`config.mk`:
```
export PLATFORM = sky130hd
export DESIGN_NAME = bitmap_blitter
export DESIGN_NICKNAME = d
export VERILOG_FILES = /design/src/rtl/vga_pkg.sv /design/src/rtl/blit_cell_counter.sv /design/src/rtl/bitmap_blitter.sv
export SDC_FILE = /design/constraint.sdc
export NUM_CORES = 1
export LEC_CHECK = 0
export CAP_MARGIN = 5
export CORE_AREA = 4 4 96 89
export CTS_CLUSTER_DIAMETER = 150
export DETAILED_ROUTE_END_ITERATION = 6
export DIE_AREA = 0 0 100 93
export GPL_TIMING_DRIVEN = 0
export PLACE_DENSITY = 0.81
export SLEW_MARGIN = 10
export SYNTH_ARGS = -nofsm -noshare
export SYNTH_HDL_FRONTEND = slang
export SYNTH_HIERARCHICAL = 1
export SYNTH_SLANG_ARGS = --single-unit
export TNS_END_PERCENT = 5
```
`constraint.sdc`:
```
create_clock -name fastclock -period 3.12 [get_ports fastclock]
set_input_delay 0.624 -clock fastclock [delete_from_list [all_inputs] [get_ports fastclock]]
set_output_delay 0.624 -clock fastclock [all_outputs]
set_load 0.01 [all_outputs]
```
`src/rtl/vga_pkg.sv`:
```
// Shared VGA-side constants, blitter state encoding and a counter-width helper.
package vga_pkg;

   localparam int unsigned VGA_X_W  = 8;
   localparam int unsigned VGA_Y_W  = 7;
   localparam int unsigned COLOUR_W = 3;

   localparam logic [2:0] COL_BLACK  = 3'b000;
   localparam logic [2:0] COL_YELLOW = 3'b110;

   typedef enum logic [2:0] {
      ST_IDLE  = 3'd0,
      ST_FETCH = 3'd1,
      ST_LATCH = 3'd2,
      ST_DRAW  = 3'd3,
      ST_DONE  = 3'd4
   } blit_state_t;

   // Counter width that stays at least one bit for single-entry ranges.
   function automatic int unsigned cnt_w(input int unsigned n);
      return (n > 1) ? $clog2(n) : 1;
   endfunction

endpackage

```
`src/rtl/blit_cell_counter.sv`:
```
// Nested px (fastest) / py / col counter; every field wraps to 0 at its terminal value.
module blit_cell_counter #(
   parameter int unsigned COLS   = 16,
   parameter int unsigned CELL_W = 2,
   parameter int unsigned CELL_H = 2,
   localparam int unsigned PX_W  = vga_pkg::cnt_w(CELL_W),
   localparam int unsigned PY_W  = vga_pkg::cnt_w(CELL_H),
   localparam int unsigned COL_W = vga_pkg::cnt_w(COLS)
) (
   input  logic             clk,
   input  logic             rst,
   input  logic             clear,
   input  logic             en,
   output logic [PX_W-1:0]  px,
   output logic [PY_W-1:0]  py,
   output logic [COL_W-1:0] col,
   output logic             cell_end_c,
   output logic             term_c
);

   logic px_last_c;
   logic py_last_c;
   logic col_last_c;

   always_comb begin
      px_last_c  = (px == PX_W'(CELL_W - 1));
      py_last_c  = (py == PY_W'(CELL_H - 1));
      col_last_c = (col == COL_W'(COLS - 1));
      cell_end_c = px_last_c && py_last_c;
      term_c     = cell_end_c && col_last_c;
   end

   always_ff @(posedge clk) begin
      if (rst || clear) begin
         px  <= '0;
         py  <= '0;
         col <= '0;
      end else if (en) begin
         if (!px_last_c) begin
            px <= px + PX_W'(1);
         end else begin
            px <= '0;
            if (!py_last_c) begin
               py <= py + PY_W'(1);
            end else begin
               py  <= '0;
               col <= col_last_c ? '0 : col + COL_W'(1);
            end
         end
      end
   end

endmodule

```
`src/rtl/bitmap_blitter.sv`:
```
// Draws a ROWS x COLS one-bit glyph as CELL_W x CELL_H pixel blocks into the VGA adapter.
module bitmap_blitter #(
   parameter int unsigned COLS     = 16,
   parameter int unsigned ROWS     = 16,
   parameter int unsigned CELL_W   = 2,
   parameter int unsigned CELL_H   = 2,
   parameter int unsigned PITCH_X  = 10,
   parameter int unsigned PITCH_Y  = 7,
   parameter int unsigned X_W      = vga_pkg::VGA_X_W,
   parameter int unsigned Y_W      = vga_pkg::VGA_Y_W,
   parameter int unsigned COLOUR_W = vga_pkg::COLOUR_W,
   localparam int unsigned ROW_W   = vga_pkg::cnt_w(ROWS)
) (
   input  logic                fastclock,
   input  logic                reset,
   input  logic                start,
   input  logic [X_W-1:0]      origin_x,
   input  logic [Y_W-1:0]      origin_y,
   input  logic [COLOUR_W-1:0] fg_colour,
   input  logic [COLOUR_W-1:0] bg_colour,
   input  logic                transparent,
   output logic [ROW_W-1:0]    row_addr,
   input  logic [COLS-1:0]     row_data,
   output logic [X_W-1:0]      x,
   output logic [Y_W-1:0]      y,
   output logic [COLOUR_W-1:0] colour,
   output logic                plot,
   output logic                busy,
   output logic                done
);

   import vga_pkg::*;

   localparam int unsigned PX_W  = cnt_w(CELL_W);
   localparam int unsigned PY_W  = cnt_w(CELL_H);
   localparam int unsigned COL_W = cnt_w(COLS);
   localparam int unsigned XF_W  = X_W + 6;
   localparam int unsigned YF_W  = Y_W + 6;

   blit_state_t         state;
   logic [X_W-1:0]      org_x;
   logic [Y_W-1:0]      org_y;
   logic [COLOUR_W-1:0] fg;
   logic [COLOUR_W-1:0] bg;
   logic                trans;
   logic [COLS-1:0]     shreg;

   logic [PX_W-1:0]  px;
   logic [PY_W-1:0]  py;
   logic [COL_W-1:0] col;
   logic             cell_end_c;
   logic             term_c;
   logic             cnt_clear_c;
   logic             cnt_en_c;
   logic             bit_c;
   logic [XF_W-1:0]  x_full_c;
   logic [YF_W-1:0]  y_full_c;

   // row_addr doubles as the row counter, so it is stable throughout FETCH.
   always_comb begin
      cnt_clear_c = (state == ST_IDLE) && start;
      cnt_en_c    = (state == ST_DRAW);
      bit_c       = shreg[COLS-1];
      x_full_c    = XF_W'(org_x) + XF_W'(col) * XF_W'(PITCH_X) + XF_W'(px);
      y_full_c    = YF_W'(org_y) + YF_W'(row_addr) * YF_W'(PITCH_Y) + YF_W'(py);
   end

   blit_cell_counter #(
      .COLS   (COLS),
      .CELL_W (CELL_W),
      .CELL_H (CELL_H)
   ) u_cnt (
      .clk        (fastclock),
      .rst        (reset),
      .clear      (cnt_clear_c),
      .en         (cnt_en_c),
      .px         (px),
      .py         (py),
      .col        (col),
      .cell_end_c (cell_end_c),
      .term_c     (term_c)
   );

   always_ff @(posedge fastclock) begin
      if (reset) begin
         state    <= ST_IDLE;
         org_x    <= '0;
         org_y    <= '0;
         fg       <= '0;
         bg       <= '0;
         trans    <= 1'b0;
         shreg    <= '0;
         row_addr <= '0;
         x        <= '0;
         y        <= '0;
         colour   <= '0;
         plot     <= 1'b0;
         busy     <= 1'b0;
         done     <= 1'b0;
      end else begin
         plot <= 1'b0;
         done <= 1'b0;
         case (state)
            ST_IDLE: begin
               if (start) begin
                  org_x    <= origin_x;
                  org_y    <= origin_y;
                  fg       <= fg_colour;
                  bg       <= bg_colour;
                  trans    <= transparent;
                  row_addr <= '0;
                  busy     <= 1'b1;
                  state    <= ST_FETCH;
               end
            end
            ST_FETCH: state <= ST_LATCH;
            ST_LATCH: begin
               shreg <= row_data;
               state <= ST_DRAW;
            end
            ST_DRAW: begin
               x <= X_W'(x_full_c);
               y <= Y_W'(y_full_c);
               // Transparent clear bits still burn their cycle to keep timing fixed.
               if (trans && !bit_c) begin
                  colour <= '0;
               end else begin
                  colour <= bit_c ? fg : bg;
                  plot   <= 1'b1;
               end
               if (cell_end_c) shreg <= shreg << 1;
               if (term_c) begin
                  if (row_addr == ROW_W'(ROWS - 1)) begin
                     busy  <= 1'b0;
                     done  <= 1'b1;
                     state <= ST_DONE;
                  end else begin
                     row_addr <= row_addr + ROW_W'(1);
                     state    <= ST_FETCH;
                  end
               end
            end
            ST_DONE: state <= ST_IDLE;
            default: state <= ST_IDLE;
         endcase
      end
   end

endmodule

```
; Word level (Yosys, flattened, before mapping)
; Cells that the tools add are included.
; W data, S select, Z words.
[totals]
input_bits = 41
regBits = 72
output_inout_bits = 25
[op_classes]
n_bitwise = 2
n_eq_ne = 10
mux = 21
n_reduce_logical = 18
mul = 2
n_addsub = 8
[ops]
columns = operator, n
row1 = $pmux W16 S2, 1
row2 = $mux W16, 1
row3 = $mux W4, 4
row4 = $mux W3, 5
row5 = $mul A4 B3 Y7 const B, 2
row6 = $pmux W3 S4, 1
row7 = $add A4 B1 Y4 const B, 2
row8 = $add A8 B1 Y8, 1
row9 = $add A8 B8 Y8, 1
row10 = $eq A4 B4 Y1 const B, 2
row11 = $ne A2 B2 Y1 const B, 4
row12 = $pmux W4 S2, 1
row13 = $reduce_and A2 Y1, 4
row14 = $reduce_and A4 Y1, 2
row15 = $add A7 B1 Y7, 1
row16 = $add A7 B7 Y7, 1
row17 = $mux W1, 7
row18 = $eq A3 B2 Y1 const B, 2
row19 = $logic_and A1 B1 Y1, 4
row20 = $reduce_bool A2 Y1, 2
row21 = $eq A3 B1 Y1 const B, 1
row22 = $logic_not A3 Y1, 1
row23 = $reduce_and A3 Y1, 1
row24 = $reduce_or A3 Y1, 1
row25 = 7 further kinds, 9

; Depth between registers and ports, before layout
; Gate-level depths: netlist of the first run.
[depth]
depth_word = 4
depth_mapped = 10

; Hierarchy
; Netlist of the first run, hierarchy kept.
[by_module_without_submodules]
columns = module, instances, cells_per_inst, area_each_um2, seq_area_each_um2
row1 = bitmap_blitter, 1, 404, 3372.0, 1321.3
row2 = blit_cell_counter, 1, 33, 300.3, 120.1

; Worst setup path before layout of the first run
; No wires, ideal clock.
[synth_timing]
kind = register to register
startpoint = register row_addr[1]
endpoint = register y[6]
stages_incl_launch_ff = 9
path_slack_ns = 0.634
arrival_ns = 2.360
synth_period_minus_slack_ns = 2.486
required_ns = 2.994
cell_sequence = dfxtp_1 -> fa_1 -> xor2_1 -> ha_1 -> ha_1 -> a211o_1 -> o211ai_1 -> a2111o_1 -> o211ai_1
[synth_between]
elab_chain_cells = 3
[synth_lines]
columns = element, line
row1 = "start, declared", bitmap_blitter.sv:22  ; output logic [ROW_W-1:0] row_addr,
row2 = "start signal, assigned", bitmap_blitter.sv:138  ; row_addr <= row_addr + ROW_W'(1);
row3 = $mul A4 B3 Y7, bitmap_blitter.sv:65  ; y_full_c = YF_W'(org_y) + YF_W'(row_addr) * YF_W'(PITCH_Y) + YF_W'(py);
row4 = $add A7 B7 Y7, bitmap_blitter.sv:65
row5 = $add A7 B1 Y7, bitmap_blitter.sv:65
row6 = "end signal, assigned", bitmap_blitter.sv:123  ; y <= Y_W'(y_full_c);
row7 = "end, declared", bitmap_blitter.sv:25  ; output logic [Y_W-1:0] y,
; No other way between the ends.
; A chain may end at the register's enable or synchronous reset.

; Final worst setup path of the first run
[layout_timing]
startpoint = register row_addr[1]
endpoint = register y[4]
; The elaborated chain is that of the path after synthesis.

==> results of run 1 <==
## synthesized netlist by cell type (5+ instances only)
master,instances,area [um2]
a21oi_1,39,195.2
a311oi_1,15,131.4
clkbuf_1,20,75.07
dfxtp_1,72,1441
fa_1,8,160.2
ha_1,25,312.8
inv_1,19,71.32
nand2_1,98,367.9
nand3_1,11,55.05
nor2_1,36,135.1
nor3_1,6,30.03
o21a_1,5,37.54
o21ai_0,11,55.05
## flip-flops by register name, indices dropped and copies added, names as in the netlist, 3 cells and up
signal,count
shreg,16
org_x,8
x,8
org_y,7
y,7
row_addr,4
u_cnt/col,4
bg,3
colour,3
fg,3
state,3
## how the worst max path moves through the flow
stage	startpoint	endpoint	slack, ns	cells past startpoint
after floorplan	row_addr[1]$_SDFFE_PP0P_	y[6]$_SDFFE_PP0P_	0.63	8
after global placement	start	u_cnt/col[2]$_SDFFE_PP0P_	0.27	8
final	row_addr[1]$_SDFFE_PP0P_	y[4]$_SDFFE_PP0P_	0.40	8
after CTS	row_addr[1]$_SDFFE_PP0P_	y[4]$_SDFFE_PP0P_	0.40	8
after detailed placement	start	u_cnt/col[2]$_SDFFE_PP0P_	0.24	8
after global routing	row_addr[1]$_SDFFE_PP0P_	y[5]$_SDFFE_PP0P_	0.18	9
## power by group through the flow
stage	Combinational (mW)	Sequential, mW	Clock, mW
after floorplan	0.184	1.02	0
final	0.314	1.00	0.797
after global routing	0.348	1.01	0.850
after detailed placement	0.311	1.03	0
after global placement	0.300	1.02	0
after CTS	0.314	1.00	0.806
## critical path, cell delays in order (launching register included)
cell and delay (ns):
dfxtp_1 0.53, fa_1 0.51, xor2_1 0.17, ha_1 0.30
ha_1 0.33, a211o_1 0.31, o211ai_1 0.17, nand3_1 0.13
a21oi_1 0.19
## final cells by class
class                   instances  area share
flip-flops and latches         72      0.3098
repair buffers                 65      0.1398
plain buffers                  24     0.02420
clock inverters                 5     0.01775
multi-input cells             319      0.4348
well taps                      96     0.02581
clock buffers                  10     0.02743
inverters                      22     0.02044
## placed cells by master, fill, tap and decap left out, types with 3 or more instances in the layout
cell type,count
inv_1,19
o21a_1,5
nor2b_1,3
ha_1,25
clkdlybuf4s50_1,65
dfxtp_1,72
nand2b_1,3
fa_1,8
xor2_1,4
o21ai_0,11
a21oi_1,39
nor3_1,6
nor2_1,36
buf_6,3
mux2i_1,4
o31ai_1,3
o211ai_1,4
a211oi_1,4
clkbuf_1,21
nor3b_1,3
clkbuf_8,9
nand2_1,98
xnor2_1,4
a311oi_1,15
nand3_1,11
## layer usage
layer	vias up	routed length [um]	share of wire	GRT usage
li1	1669	-	-	-
met1	1565	4223	0.45	0.2721
met2	125	4294	0.46	0.3361
met3	17	698	0.075	0.05667
met4	0	138	0.015	0.06510
met5	-	0	0	0
## cells by family (layout without fill, tap and decap cells)
| logic type | Yosys count | count (layout) | synth area share |
|---|---|---|---|
| AND/OR/NAND/NOR | 173 | 173 | 0.2044 |
| AO/OA/AOI/OAI | 101 | 101 | 0.1877 |
| flip-flops | 72 | 72 | 0.3925 |
| buffers and inverters | 46 | 126 | 0.05656 |
| adder cells (fa/ha/maj) | 33 | 33 | 0.1288 |
| XOR/XNOR | 8 | 8 | 0.01908 |
| multiplexers | 4 | 4 | 0.01090 |
## through the flow
step                utilization  worst slack [ns]  instances  hold slack, ns
global route             0.6229            0.1775        613          0.4736
CTS                      0.6229            0.3988        613          0.4584
global placement         0.5948            0.2739        598          0.4437
finish                   0.6229            0.3997        613          0.4553
floorplan                     -            0.6336        437          0.4357
detailed placement       0.5948            0.2373        598          0.4478
==> flow_summary.toml, run 1 <==
[pwr]
power.total_mw = 2.116
p_int_mw = 1.562
p_clk_frac = 0.377
peakVddDrop_mv = 0.2813
swShare = 0.2619
power.leakage_nw = 1.818
p_sw_mw = 0.5542
p_per_area_mw_per_mm2 = 454.8
seqPwrFrac = 0.475
combPwrFrac = 0.149

[global_route]
antenna_found_initial = 0
grt_pass1_vias = 3360
grt_remaining_overflow = 0
grt_start_max_net_pins = 14
grt_pass1_wl_mm = 15.57
gr-usage-all-layers = 0.2084

[yosys]
ys_types = 53
syn_area_mm2 = 0.003672
syn_area_per_cell_um2 = 8.403
syn_inst = 437
syn_nets = 511
synth_flop_cell = "dfxtp_1"
synth_seq_area_share = 0.3925
synthArstFlopShare = 0
synth-seq-cells = 72
synth_edf_count = 0
yosysWarnings = 6

[worst_setup_path]
cp-end-kind = "flop"
cp-start-kind = "flop"
required_ns = 3.39
reg2reg_setup_slack_ns = 0.40
r2r-end = "y[4]$_SDFFE_PP0P_"
critPathKind = "reg -> reg"
path_max_fanout = 7
reg2reg_depth = 8
reg2reg_from = "row_addr[1]$_SDFFE_PP0P_"
crit_arrival_ns = 2.99

[min_path]
min_path_type = "reg -> reg"
whs_path_depth = 2
hp-start = "bg[1]$_SDFFE_PP0P_"
min_to = "bg[1]$_SDFFE_PP0P_"

[clock_tree]
cts.sinks = 72
holdBufCountCts = 0
clk_path_buf_depth = 2
post_cts_buffers = 0
cts_root_buf = "clkbuf_8"
clk_pin_slew_ns = 0.08
cts_resized = 0
cts_tree = "built"
htreeDepth = 3
clk_latency_ns = 0.35
cts-buffers-inserted = 9

[sta]
clock_skew_ns = 0.01122
fin_crit_sh = 0.8719
fmax_mhz = 367.6
hold_violations = 0
setup_viol = 0
setup_tns_ns = 0
rsz0062_at_grt = "false"
min_period_ns = 2.720
worst_slew_pin_slew_ns = 0.7012
slew_headroom = 0.5325
slew_violations = 0

[status]
status = "finished, final reports clean"

[detailed_routing]
wirelength_mm = 9.354
detail-route-antenna-nets = 0
drt_first_pass_iters = 5
drc = 0
drt_iter0_markers = 205
vias_per_cell = 5.507
detailroute.via_count = 3376
routedWlPerCell_um = 15.26

[place]
gp_congestion = 0.8386
dp_hpwl_mm = 6.989
io_buffers = 65
placed_cell_area_mm2 = 0.004443

[flow_run]
maxCapViolCount = 0

[floorplan]
rows = 30
start_util = 0.4916
core_mm2 = 0.007470
dieArea_mm2 = 0.009300
ios = 66
die_h_um = 93
die_w_um = 100

[finish]
drive_above_1_share = 0.04449
multi_input_area_mm2 = 0.002023
num_antenna_cells = 0
finalInstanceArea_mm2 = 0.004653
area_growth_pct = 26.71
register_area_mm2 = 0.001441
fillers = 666
num-nets-final = 587
(Power assumes the default switching activity.)
==> inputs of run 2 (changes only) <==
- PLACE_DENSITY: 0.81 -> 0.83
==> run 2 against run 1 <==
Against the previous run: final area shrank 0.22%; clock-buffer cell count rose by 4; critical path depth up 1; first-iteration DRC count grew 20%; fmax down 2.7%; clock skew shrank 0.0011 ns; flip-flop and latch count unchanged; final cell count up 0.16%; non-clock buffer count did not move; highest routed layer unchanged; sequential power about the same; sequential share of layout area rose by 0.067 points.
==> flow_summary.toml, run 2 (synthesis gave the netlist of run 1 again) <==
[min_path]
hp-start = "org_y[0]$_SDFFE_PP0P_"
min_path_type = "reg -> reg"

[pwr]
p_per_area_mw_per_mm2 = 449.4
power.total_mw = 2.087
power.leakage_nw = 1.808
peakVddDrop_mv = 0.2205

[detailed_routing]
detailroute.via_count = 3466
drt_iter0_markers = 245
drt_first_pass_iters = 5
routedWlPerCell_um = 16.01
routed-wl-met3_um = 684
top_layer = "met4"
drc = 0
detail-route-antenna-nets = 0
vias_per_cell = 5.645
wl_met1_mm = 4.299
route.met2.wl_mm = 4.644
wirelength_mm = 9.830

[clock_tree]
cts_tree = "built"
holdBufCountCts = 0
cts_root_buf = "clkbuf_8"
clk_latency_ns = 0.35
clk_pin_slew_ns = 0.07
clk_path_buf_depth = 2
cts_resized = 0
post_cts_buffers = 0
cts.sinks = 72
cts-buffers-inserted = 9
htreeDepth = 3

[finish]
reg.largest.list = "shreg (16), org_x (8), x (8)"
drive_above_1_share = 0.04247
layout_common_cells = "nand2_1 (98), dfxtp_1 (72), clkdlybuf4s50_1 (65)"
top_register = "shreg"
num_antenna_cells = 0
final_common_cell = "nand2_1"
largest_reg_flops = 16
area_growth_pct = 26.44
fin_util = 0.6216
num-nets-final = 587

[floorplan]
ios = 66
rows = 30
die_h_um = 93
core_mm2 = 0.007470
start_util = 0.4916
dieArea_mm2 = 0.009300
die_w_um = 100

[global_route]
grt_pass1_wl_mm = 16.01
grt_pass1_vias = 3436
grt_remaining_overflow = 0
grt_start_max_net_pins = 14
gr-usage-all-layers = 0.2151
antenna_found_initial = 0

[worst_setup_path]
path_max_fanout = 8
critPathKind = "reg -> reg"
crit_arrival_ns = 3.03
reg2reg_setup_slack_ns = 0.32
slowest_delay_ns = 0.52
cp-start-kind = "flop"
reg2reg_from = "u_cnt/col[3]$_SDFFE_PP0P_"
path_cells = "ha_1, ha_1, fa_1, xor2_1, ha_1, nand2_1, a211oi_1, o211ai_1, nor3b_1"
required_ns = 3.36
cpMaxStageDelayCell = "dfxtp_1"
cp-end-kind = "flop"
critPathLaunch = "u_cnt/col[3]$_SDFFE_PP0P_"
cpMostUsedCell = "ha_1"

[place]
dp_hpwl_mm = 7.204
gp_congestion = 0.8441
io_buffers = 65

[flow_run]
maxCapViolCount = 0

[sta]
rsz0062_at_grt = "false"
worst_slew_pin_slew_ns = 0.7080
slew_violations = 0
fmax_mhz = 357.5
setup_tns_ns = 0
setup_viol = 0
min_period_ns = 2.797
fin_crit_sh = 0.8965
hold_violations = 0
slew_headroom = 0.5280
clock_skew_ns = 0.01010

[status]
status = "finished, final reports clean"
[run 2: cell count changes in the layout (fill, tap and decap cells not counted)]
cell        previous run  this run
bufinv_16              2         1
clkbuf_1              21        23
clkbuf_8               9        11
clkinv_2               1         0
clkinv_4               2         0
clkinvlp_4             0         1
[run 2: final cells by class]
type	instances	area, um2
Clock buffer	14	162.7
Clock inverter	2	37.54
Fill cell	657	2826
Multi-Input combinational cell	319	2023
Inverter	22	95.09
Timing Repair Buffer	65	650.6
Tap cell	96	120.1
Sequential cell	72	1441
Buffer	24	112.6
[run 2: critical path, delay by kind of cell (launching register included)]
kind                       cells  cell delay (ns)
adders and majority gates      4             1.29
DFF                            1             0.52
AOI/OAI and AO/OA              2             0.43
and+or+nand+nor                2             0.27
xor gates and xnor gates       1             0.15
[run 2: metrics by stage]
step	worst slack, ns	hold WS (ns)	area, um2	std cells
2_1_floorplan	0.6336	0.4357	3672	437
3_3_place_gp	0.2691	0.4447	4443	598
3_5_place_dp	0.2474	0.4503	4443	598
4_1_cts	0.3631	0.4603	4643	614
5_1_grt	0.1836	0.4764	4643	614
6_report	0.3230	0.4584	4643	614
[run 2: power by group]
part | switching [mW] | total, mW | internal [mW]
Combinational | 0.173 | 0.318 | 0.144
Sequential | 0.0348 | 1.01 | 0.970
Clock | 0.349 | 0.764 | 0.415
Total | 0.557 | 2.09 | 1.53
[run 2: worst paths after layout]
path	end	cells past startpoint
max	x[7]$_SDFFE_PP0P_	9
min	org_y[0]$_SDFFE_PP0P_	2
max reg2reg	x[7]$_SDFFE_PP0P_	9
min reg2reg	org_y[0]$_SDFFE_PP0P_	2
[run 2: layer usage]
metal	global-route usage	up-vias
li1	-	1660
met1	0.2799	1643
met2	0.3544	145
met3	0.03281	18
met4	0.09315	0
met5	0	-
==> inputs of run 3 (changes only) <==
--- a/config.mk
+++ b/config.mk
@@ -6,9 +6,8 @@
 export NUM_CORES = 1
 export LEC_CHECK = 0
-export CAP_MARGIN = 5
-export CORE_AREA = 4 4 96 89
+export CORE_AREA = 2 2 94 87
 export CTS_CLUSTER_DIAMETER = 150
 export DETAILED_ROUTE_END_ITERATION = 6
-export DIE_AREA = 0 0 100 93
+export DIE_AREA = 0 0 96 89
 export GPL_TIMING_DRIVEN = 0
 export PLACE_DENSITY = 0.83
==> constraint.sdc (replaced) <==
create_clock -name fastclock -period 3.12 [get_ports fastclock]
set_input_delay 0.468 -clock fastclock [delete_from_list [all_inputs] [get_ports fastclock]]
set_output_delay 0.468 -clock fastclock [all_outputs]
set_load 0.01 [all_outputs]
==> run 3 against run 2 <==
Against the previous run: via count fell by 1.7%; largest power group unchanged; largest cell class unchanged; flip-flop and latch count unchanged; sequential share of layout area increased by 0.26 points; highest routed layer unchanged; power decreased by 6.1%.
==> flow_summary.toml, run 3 (synthesis gave the netlist of run 1 again) <==
[finish]
drive_above_1_share = 0.04642
area_growth_pct = 25.38
fillers = 662
top_register = "shreg"
register_area_mm2 = 0.001441
multi_input_area_mm2 = 0.002023
reg.largest.list = "shreg (16), org_x (8), x (8)"
largest_reg_flops = 16
final_common_cell = "nand2_1"
layout_common_cells = "nand2_1 (98), dfxtp_1 (72), clkdlybuf4s50_1 (65)"
num_antenna_cells = 0
num-nets-final = 587

[global_route]
grt_pass1_wl_mm = 14.99
grt_remaining_overflow = 0
antenna_found_initial = 0
gr-usage-all-layers = 0.2298
grt_pass1_vias = 3272
grt_start_max_net_pins = 14

[floorplan]
dieArea_mm2 = 0.008544
ios = 66
die_w_um = 96
rows = 30
die_h_um = 89
start_util = 0.4916
core_mm2 = 0.007470

[worst_setup_path]
r2r-end = "y[6]$_SDFFE_PP0P_"
cp-start-kind = "flop"
slowest_delay_ns = 0.54
reg2reg_setup_slack_ns = 0.39
path_max_fanout = 7
critPathKind = "reg -> reg"
cpMaxStageDelayCell = "dfxtp_1"
cp-end-kind = "flop"
path_delay_family = "adder cells"
path_cells = "fa_1, xor2_1, ha_1, ha_1, a211o_1, o211ai_1, a21oi_1, o211ai_1"
reg2reg_from = "row_addr[1]$_SDFFE_PP0P_"
crit_buf_inv = 0
required_ns = 3.40
crit_arrival_ns = 3.01
reg2reg_depth = 8

[place]
io_buffers = 65
gp_congestion = 0.8398
dp_hpwl_mm = 6.863

[sta]
setup_viol = 0
hold_violations = 0
slew_headroom = 0.5476
setup_tns_ns = 0
fin_crit_sh = 0.8754
clock_skew_ns = 0.006540
hold_ws_ns = 0.4573
min_period_ns = 2.731
rsz0062_at_grt = "false"
fmax_mhz = 366.1
slew_violations = 0
worst_slew_pin_slew_ns = 0.6786

[status]
status = "finished, final reports clean"

[pwr]
combPwrFrac = 0.161
swShare = 0.2877
seqPwrFrac = 0.513
peakVddDrop_mv = 0.2624
power.leakage_nw = 1.800
p_sw_mw = 0.5636
p_per_area_mw_per_mm2 = 425.5
p_int_mw = 1.396
p_clk_frac = 0.327

[clock_tree]
clk_latency_ns = 0.36
cts.sinks = 72
clk_path_buf_depth = 2
cts-buffers-inserted = 9
htreeDepth = 3
post_cts_buffers = 0
cts_resized = 0
cts_root_buf = "clkbuf_8"
holdBufCountCts = 0
clk_pin_slew_ns = 0.07
cts_tree = "built"

[detailed_routing]
drc = 0
wirelength_mm = 9.315
routedWlPerCell_um = 15.20
drt_iter0_markers = 178
drt_first_pass_iters = 5
detailroute.via_count = 3406
detail-route-antenna-nets = 0
vias_per_cell = 5.556

[min_path]
hp-start = "org_y[4]$_SDFFE_PP0P_"
min_to = "org_y[4]$_SDFFE_PP0P_"
min_path_type = "reg -> reg"
whs_path_depth = 2

[flow_run]
maxCapViolCount = 0
run 3: tightest hold or removal path: stages (launching register included):
cell and delay (ns):
dfxtp_1 0.31, nand2_1 0.05, a21oi_1 0.05
run 3: worst max path at each step:
| stage | from | endpoint | slack, ns | cells after the start |
|---|---|---|---|---|
| floorplan | row_addr[1]$_SDFFE_PP0P_ | y[6]$_SDFFE_PP0P_ | 0.63 | 8 |
| global placement | start | u_cnt/col[2]$_SDFFE_PP0P_ | 0.43 | 8 |
| detailed placement | start | u_cnt/px$_SDFFE_PP0P_ | 0.38 | 8 |
| CTS | row_addr[1]$_SDFFE_PP0P_ | y[6]$_SDFFE_PP0P_ | 0.39 | 8 |
| global route | u_cnt/col[3]$_SDFFE_PP0P_ | x[7]$_SDFFE_PP0P_ | 0.24 | 9 |
| finish | row_addr[1]$_SDFFE_PP0P_ | y[6]$_SDFFE_PP0P_ | 0.39 | 8 |
run 3: power by group through the flow:
stage               clock (mW)  sequential, mW  combinational (mW)
finish                   0.640            1.00               0.315
global route             0.689            1.01               0.350
CTS                      0.646            1.00               0.314
detailed placement           0            1.02               0.311
global placement             0            1.02               0.299
floorplan                    0            1.02               0.184
run 3: metal layers:
metal  track usage  vias to the layer above  share of wire
met5             0                        -              0
met4       0.07532                        0          0.015
met3       0.05649                       13          0.071
met2        0.3819                      123           0.47
met1        0.2940                     1604           0.44
li1              -                     1666              -
run 3: cell type report:
cell class / count / share of cell area
multi-input combinational: 319 / 0.4394
sequential: 72 / 0.3130
timing repair buffer: 65 / 0.1413
clock buffer: 9 / 0.02690
tap: 96 / 0.02609
buffer: 24 / 0.02446
inverter: 22 / 0.02065
clock inverter: 6 / 0.008152
run 3: per-stage QoR:
stage / util / total power [mW] / std cells / setup WS (ns) / area (um2)
final: 0.6164 / 1.959 / 613 / 0.3886 / 4604
after global routing: 0.6164 / 2.048 / 613 / 0.2372 / 4604
after CTS: 0.6164 / 1.963 / 613 / 0.3931 / 4604
after detailed placement: 0.5948 / 1.336 / 598 / 0.3787 / 4443
after global placement: 0.5948 / 1.322 / 598 / 0.4272 / 4443
after floorplan: - / 1.204 / 437 / 0.6336 / 3672
